===== src/rtl/mt9v034_timing_gen.sv =====
// Synthetic MT9V034-style frame source: vsync/href/8-bit data on the pixel clock,
// free-running frames while enabled, selectable test patterns latched per frame.
module mt9v034_timing_gen #(
  parameter int unsigned H_ACTIVE = 752,
  parameter int unsigned V_ACTIVE = 480,
  parameter int unsigned H_BLANK  = 200,
  parameter int unsigned V_FRONT  = 4000,
  parameter int unsigned V_SETUP  = 200,
  parameter int unsigned CNT_W    = 16
) (
  input  logic        clk_25M,
  input  logic        i_rst_n,
  input  logic        i_enable,
  input  logic [1:0]  i_pattern_sel,
  input  logic [7:0]  i_const_value,
  output logic        o_image_sensor_vsync,
  output logic        o_image_sensor_href,
  output logic [7:0]  o_image_sensor_data,
  output logic [15:0] o_frame_cnt,
  output logic        o_frame_done,
  output logic        o_busy
);

  localparam int unsigned FC_W = 16;
  localparam logic [CNT_W-1:0] FRONT_LAST = CNT_W'(V_FRONT - 1);
  localparam logic [CNT_W-1:0] SETUP_LAST = CNT_W'(V_SETUP - 1);
  localparam logic [CNT_W-1:0] H_LAST     = CNT_W'(H_ACTIVE - 1);
  localparam logic [CNT_W-1:0] B_LAST     = CNT_W'(H_BLANK - 1);
  localparam logic [CNT_W-1:0] V_LAST     = CNT_W'(V_ACTIVE - 1);

  typedef enum logic [2:0] {
    S_IDLE,
    S_FRONT,
    S_SETUP,
    S_ACTIVE,
    S_BLANK
  } state_t;

  state_t            state_q, state_d;
  logic [CNT_W-1:0]  cnt_q, cnt_d;
  logic [CNT_W-1:0]  y_q, y_d;
  logic [1:0]        pat_q, pat_d;
  logic [7:0]        cv_q, cv_d;
  logic [FC_W-1:0]   frame_cnt_q, frame_cnt_d;
  logic              frame_done_q, frame_done_d;
  logic              vsync_q, vsync_d;
  logic              href_q, href_d;
  logic [7:0]        data_q, data_d;
  logic              busy_q, busy_d;

  // Pixel value for active coordinate (x,y) in frame f, all mod 256.
  function automatic logic [7:0] pixel(input logic [1:0] sel, input logic [7:0] x,
                                       input logic [7:0] y, input logic [7:0] f,
                                       input logic [7:0] cv);
    case (sel)
      2'd0:    return x + y + f;
      2'd1:    return x;
      2'd2:    return (x[3] ^ y[3]) ? 8'hFF : 8'h00;
      default: return cv;
    endcase
  endfunction

  always_ff @(posedge clk_25M or posedge i_rst_n) begin
    if (i_rst_n) begin
      state_q      <= S_IDLE;
      cnt_q        <= '0;
      y_q          <= '0;
      pat_q        <= '0;
      cv_q         <= '0;
      frame_cnt_q  <= '0;
      frame_done_q <= 1'b0;
      vsync_q      <= 1'b0;
      href_q       <= 1'b0;
      data_q       <= '0;
      busy_q       <= 1'b0;
    end else begin
      state_q      <= state_d;
      cnt_q        <= cnt_d;
      y_q          <= y_d;
      pat_q        <= pat_d;
      cv_q         <= cv_d;
      frame_cnt_q  <= frame_cnt_d;
      frame_done_q <= frame_done_d;
      vsync_q      <= vsync_d;
      href_q       <= href_d;
      data_q       <= data_d;
      busy_q       <= busy_d;
    end
  end

  // Phase sequencing; outputs are derived from the next state so they register with it.
  always_comb begin
    state_d      = state_q;
    cnt_d        = cnt_q + CNT_W'(1);
    y_d          = y_q;
    pat_d        = pat_q;
    cv_d         = cv_q;
    frame_cnt_d  = frame_cnt_q;
    frame_done_d = 1'b0;

    case (state_q)
      S_IDLE: begin
        cnt_d = '0;
        y_d   = '0;
        if (i_enable) state_d = S_FRONT;
      end
      S_FRONT: begin
        if (cnt_q == FRONT_LAST) begin
          state_d = S_SETUP;
          cnt_d   = '0;
          pat_d   = i_pattern_sel;
          cv_d    = i_const_value;
        end
      end
      S_SETUP: begin
        if (cnt_q == SETUP_LAST) begin
          state_d = S_ACTIVE;
          cnt_d   = '0;
          y_d     = '0;
        end
      end
      S_ACTIVE: begin
        if (cnt_q == H_LAST) begin
          state_d = S_BLANK;
          cnt_d   = '0;
        end
      end
      S_BLANK: begin
        if (cnt_q == B_LAST) begin
          cnt_d = '0;
          if (y_q == V_LAST) begin
            frame_done_d = 1'b1;
            frame_cnt_d  = frame_cnt_q + FC_W'(1);
            state_d      = i_enable ? S_FRONT : S_IDLE;
          end else begin
            y_d     = y_q + CNT_W'(1);
            state_d = S_ACTIVE;
          end
        end
      end
      default: begin
        state_d = S_IDLE;
        cnt_d   = '0;
      end
    endcase

    vsync_d = (state_d == S_SETUP) || (state_d == S_ACTIVE) || (state_d == S_BLANK);
    href_d  = (state_d == S_ACTIVE);
    busy_d  = (state_d != S_IDLE);
    data_d  = href_d ? pixel(pat_d, cnt_d[7:0], y_d[7:0], frame_cnt_q[7:0], cv_d) : 8'h00;
  end

  assign o_image_sensor_vsync = vsync_q;
  assign o_image_sensor_href  = href_q;
  assign o_image_sensor_data  = data_q;
  assign o_frame_cnt          = frame_cnt_q;
  assign o_frame_done         = frame_done_q;
  assign o_busy               = busy_q;

endmodule


===== config.mk =====
export PLATFORM = sky130hd
export DESIGN_NAME = mt9v034_timing_gen
export DESIGN_NICKNAME = d
export VERILOG_FILES = /design/src/rtl/mt9v034_timing_gen.sv
export SDC_FILE = /design/constraint.sdc
export NUM_CORES = 1
export LEC_CHECK = 0
export ABC_AREA = 1
export ABC_CLOCK_PERIOD_IN_PS = 4090
export CORE_MARGIN = 4
export CORE_UTILIZATION = 25
export DETAILED_ROUTE_END_ITERATION = 8
export MAX_ROUTING_LAYER = met4
export PLACE_DENSITY = 0.47
export SLEW_MARGIN = 5
export SYNTH_ARGS = -nofsm -noshare
export SYNTH_HDL_FRONTEND = slang
export SYNTH_SLANG_ARGS = --single-unit

===== constraint.sdc =====
create_clock -name clk_25M -period 4.09 [get_ports clk_25M]
set_clock_uncertainty 0.05 [all_clocks]
set_input_delay 0.409 -clock clk_25M [delete_from_list [all_inputs] [get_ports clk_25M]]
set_output_delay 0.409 -clock clk_25M [all_outputs]
set_load 0.005 [all_outputs]

# Yosys cells after proc, flatten, opt, wreduce, memory -nomap -nowiden
# Cells that the tools add are included.
# W data, S select, Z words.
# totals
reg_bits,73
input_bits,13
output_inout_bits,28
word_cells,69
# classes
addsub,5
eq_ne,16
muxes,26
n_bitwise,1
n_reduce_logical,9
# op_table
operator,count
$mux W16,6
$pmux W16 S3,2
$add A16 B1 Y16 const B,3
$mux W8,4
$pmux W8 S3,1
$add A8 B8 Y8,2
$eq A16 B10 Y1 const B,1
$eq A16 B12 Y1 const B,1
$eq A16 B8 Y1 const B,1
$eq A16 B9 Y1 const B,1
$mux W3,5
$pmux W3 S5,1
$eq A3 B2 Y1 const B,4
$eq A3 B3 Y1 const B,2
$mux W2,3
$ne A2 B2 Y1 const B,3
$reduce_bool A3 Y1,2
$mux W1,4
$reduce_and A4 Y1,1
$eq A3 B1 Y1 const B,1
$logic_not A3 Y1,1
$reduce_and A3 Y1,1
$eq A2 B1 Y1 const B,1
$eq A2 B2 Y1 const B,1
4 further kinds,5

# Logic depth before layout (Yosys ltp)
# logic_depth
depth_word,8
ltp_mapped,28

# Least setup slack after synthesis
# No wires, ideal clock.
# synth_timing
kind,register to register
startpoint,register cnt_q[0]
endpoint,register data_q[7] (netlist: o_image_sensor_data[7])
arrival_time_ps,3297
slack_ps,670
path_stages_with_launch,26
n_path_buf,0
period_less_slack_ps,3420
cell_sequence,dfrtp_1 ha_1 nand2_1 nor2_1 nand2_1 nor2_4 nand2_2 nor2_2 inv_1 o22ai_1 inv_1 fa_1 inv_1 ha_1 fa_1 nand3_1 nand2_1 nand2_1 nand2_1 nand2_1 nand2_1 nand4_1 nand2_1 nand2_1 nand3_1 a21oi_2
# synth_via
elab_chain_cells,7
# synth_lines
element,line,source
"start, declared",40,"logic [CNT_W-1:0] cnt_q, cnt_d;"
"start signal, assigned",78,cnt_q <= cnt_d;
$eq A16 B8 Y1 (*),"116, 129",
"$mux W16, on equally long branches","129, 116",
$pmux W16 S3 (*),101,case (state_q)
via y_d[1],41,"logic [CNT_W-1:0] y_q, y_d;"
$add A8 B8 Y8 (*) (2 in series),56,2'd0: return x + y + f;
$pmux W8 S3 (*),55,case (sel)
$mux W8 (*),150,"data_d = href_d ? pixel(pat_d, cnt_d[7:0], y_d[7:0], frame_cnt_q[7:0], cv_d) : 8'h00;"
via data_d[7],48,"logic [7:0] data_q, data_d;"
"end signal, assigned",86,data_q <= data_d;
"end, declared",48,
# The timed path passes the listed nets; every way through them passes the cells marked *. The select of a mux whose other input is x is not followed.
# A chain may end at the register's enable or synchronous reset.

# Worst setup path after layout
# layout_timing
startpoint,register cnt_q[12]
endpoint,register data_q[7] (netlist: o_image_sensor_data[7])
# The elaborated chain is that of the path after synthesis.

==> results.py <==
metrics = {
    "outcome": {
        "outcome": "finished, final reports clean",
    },
    "logic_synthesis": {
        "syn_inst": 590,
        "synthFlopType": "dfrtp_1",
        "syn-cell-area_um2": 4570,
        "ys_types": 44,
        "ys_seq_elements": 73,
        "ys_warn_count": 0,
        "async_flop_share_pct": 100,
        "synth_edf_count": 0,
        "ys_seq_area_share_pct": 40.0,
        "syn_avg_cell_area_um2": 7.74,
        "synth_nets": 620,
    },
    "clock_network": {
        "cts_root_buffer": "clkbuf_16",
        "htreeDepth": 3,
        "cts_tree": "built",
        "numCtsBuffers": 9,
        "insertion_delay_ns": 0.34,
        "cts.sinks": 73,
        "cts_buffer_depth": 2,
        "clk_pin_slew_ns": 0.06,
    },
    "setup_path": {
        "worstPathArrival_ns": 3.89,
        "cp-start-kind": "flop",
        "worstPathMaxFanout": 6,
        "crit_slowest_cell": "fa_1",
        "end_kind": "flop",
        "slowest_delay_ns": 0.47,
        "r2r_slack_ns": 0.41,
        "cp.required_ns": 4.31,
        "crit_type": "reg2reg",
        "critPathMostFrequentCell": "nand2_1",
    },
    "cells_and_area": {
        "post-route-util_pct": 31.5,
        "nets": 681,
        "layout_common_cells": "135 x nand2_1, 89 x inv_1, 78 x nor2_1, 73 x dfrtp_1, 44 x nand3_1",
        "area_growth_pct": 23.8,
        "drive_gt1_share_pct": 13.6,
        "layout_commonest_cell": "nand2_1",
        "insertedDiodeCount": 0,
    },
    "global_route": {
        "grt_overflow": 0,
        "grt_max_degree": 39,
        "antenna_found_initial": 0,
        "first_global_vias": 4103,
        "grt_pass1_wl_mm": 20.1,
        "track_usage_pct": 12.7,
    },
    "sta": {
        "period_share_pct": 89.9,
        "min_period_ns": 3.68,
        "hold_slack_ns": 0.451,
        "report.final.slew_viol_count": 0,
        "setup_viol": 0,
        "tightest_slew_ns": 0.791,
        "fmax_mhz": 272,
        "maxSlewHeadroom_pct": 47.2,
        "rsz0062_at_grt": "no",
        "setup_tns_ns": 0,
        "hold_viol_final": 0,
    },
    "routing": {
        "ant_nets": 0,
        "vias": 3918,
        "wl_mm": 11.9,
        "drt-wirelength-per-cell_um": 13.4,
        "via_per_inst": 4.43,
        "drt_first_iter_violations": 189,
        "post-route-drc-count": 0,
        "drtPass1Iterations": 4,
    },
    "place": {
        "numPortBuffers": 40,
        "hpwlAfterDp_mm": 9.32,
        "globalplace.congestion": 0.923,
    },
    "floorplan": {
        "boundaryPins": 41,
        "placeableCoreArea_um2": 18000,
        "die_x_um": 143,
        "die_y_um": 143,
        "start_util_pct": 25.4,
        "dieArea_um2": 20500,
        "num_rows": 49,
    },
    "power_and_ir_drop": {
        "ir_worst_vdd_mv": 0.171,
        "power_density_nw_per_um2": 274,
        "p_leak_nw": 2.81,
    },
    "min_path": {
        "hp-class": "reg2reg",
    },
    "flow_run": {
        "maxCapViolations": 0,
    },
}
## metal layers
layer | GRT usage, % | vias to the layer above | part of all wire [%]
met2 | 19.7 | 59 | 47
li1 | - | 1978 | -
met3 | 2.44 | 11 | 2.6
met4 | 4.00 | 0 | 1.5
met1 | 16.9 | 1870 | 49
met5 | - | - | 0
## registers in the layout, indices dropped and copies added, names as in the netlist
| signal | flops |
|---|---|
| o_image_sensor_data | 8 |
| o_busy | 1 |
| pat_q | 2 |
| y_q | 16 |
| o_image_sensor_href | 1 |
| o_image_sensor_vsync | 1 |
| cv_q | 8 |
| o_frame_done | 1 |
| state_q | 3 |
| cnt_q | 16 |
| o_frame_cnt | 16 |
## what timing repair did
action,4_1_cts,5_1_grt
buffers inserted,0,6
hold buffers,0,0
endpoints found under the setup margin,0,1
resized for setup,0,6
## kinds of logic (layout without fill, tap and decap cells)
kind of cell	after synthesis	count (layout)	share of synthesized area (%)
AO/OA/AOI/OAI	42	42	5.97
XOR/XNOR	22	22	4.22
adder cells (fa/ha/maj)	17	17	5.97
buffers and inverters	105	171	8.73
flip-flops	73	73	40.0
multiplexers	3	3	0.739
AND/OR/NAND/NOR	328	328	34.4
## final cells by class
| cell class | count | area, µm² |
|---|---|---|
| clock buffers | 10 | 229 |
| clock inverters | 6 | 67.6 |
| fillers | 1891 | 12300 |
| inverters | 103 | 394 |
| multi-input cells | 412 | 2360 |
| flip-flops and latches | 73 | 1830 |
| well taps | 229 | 287 |
| repair buffers | 52 | 490 |
## synth_stat cells (2+ instances only)
library cell	instances	area, µm²
nor4_2	2	25.0
o21bai_1	2	15.0
nor2_2	6	37.5
nor2_4	6	67.6
o21ai_0	15	75.1
nor3_1	11	55.1
a31oi_1	2	12.5
inv_1	90	338
o22ai_1	2	12.5
or2_2	4	25.0
inv_2	10	37.5
nand4_1	14	87.6
nand3_1	44	220
nor4_1	4	25.0
fa_1	8	160
nand2_4	2	22.5
clkbuf_1	2	7.51
nand3_2	3	30.0
o21ai_4	2	32.5
xor2_1	13	114
a21oi_1	12	60.1
ha_1	9	113
nand2_1	135	507
mux2_2	3	33.8
nor2_1	78	293
o21a_1	2	15.0
inv_4	2	12.5
dfrtp_1	73	1830
xnor2_1	9	78.8
nand2_2	10	62.6
nand3_4	2	35.0
## worst paths after layout
| kind | startpoint | to | cells past startpoint |
|---|---|---|---|
| worst max-delay path | cnt_q[12] | o_image_sensor_data[7] | 25 |
| worst min-delay path | cv_q[5] | cv_q[5] | 1 |
| worst max register to register | cnt_q[12] | o_image_sensor_data[7] | 25 |
| worst min register to register | cv_q[5] | cv_q[5] | 1 |
| max in group asynchronous | i_rst_n | o_image_sensor_vsync | 3 |
| min in group asynchronous | i_rst_n | o_image_sensor_data[6] | 2 |
## through the flow
stage	area [µm²]	std cells	total power, mW	setup slack, ns
2_1_floorplan	4570	590	0.748	0.670
3_3_place_gp	5290	863	0.768	0.369
3_5_place_dp	5290	863	0.768	0.291
4_1_cts	5590	879	1.59	0.269
5_1_grt	5660	885	1.62	0.00181
6_report	5660	885	1.55	0.414
## critical path: cells and delay by family, from the launching register on
| kind | cells | cell delay, ns |
|---|---|---|
| adder cells (fa/ha/maj) | 3 | 1.04 |
| AND/OR/NAND/NOR | 16 | 1.47 |
| AO/OA/AOI/OAI | 2 | 0.32 |
| buffers and inverters | 4 | 0.30 |
| flip-flops | 1 | 0.41 |
## report_power, final
part	internal [mW]	switching, mW	total (mW)
clock network	0.475	0.324	0.798
logic	0.0122	0.0173	0.0294
registers	0.723	0.000192	0.723
(Power assumes the default switching activity.)
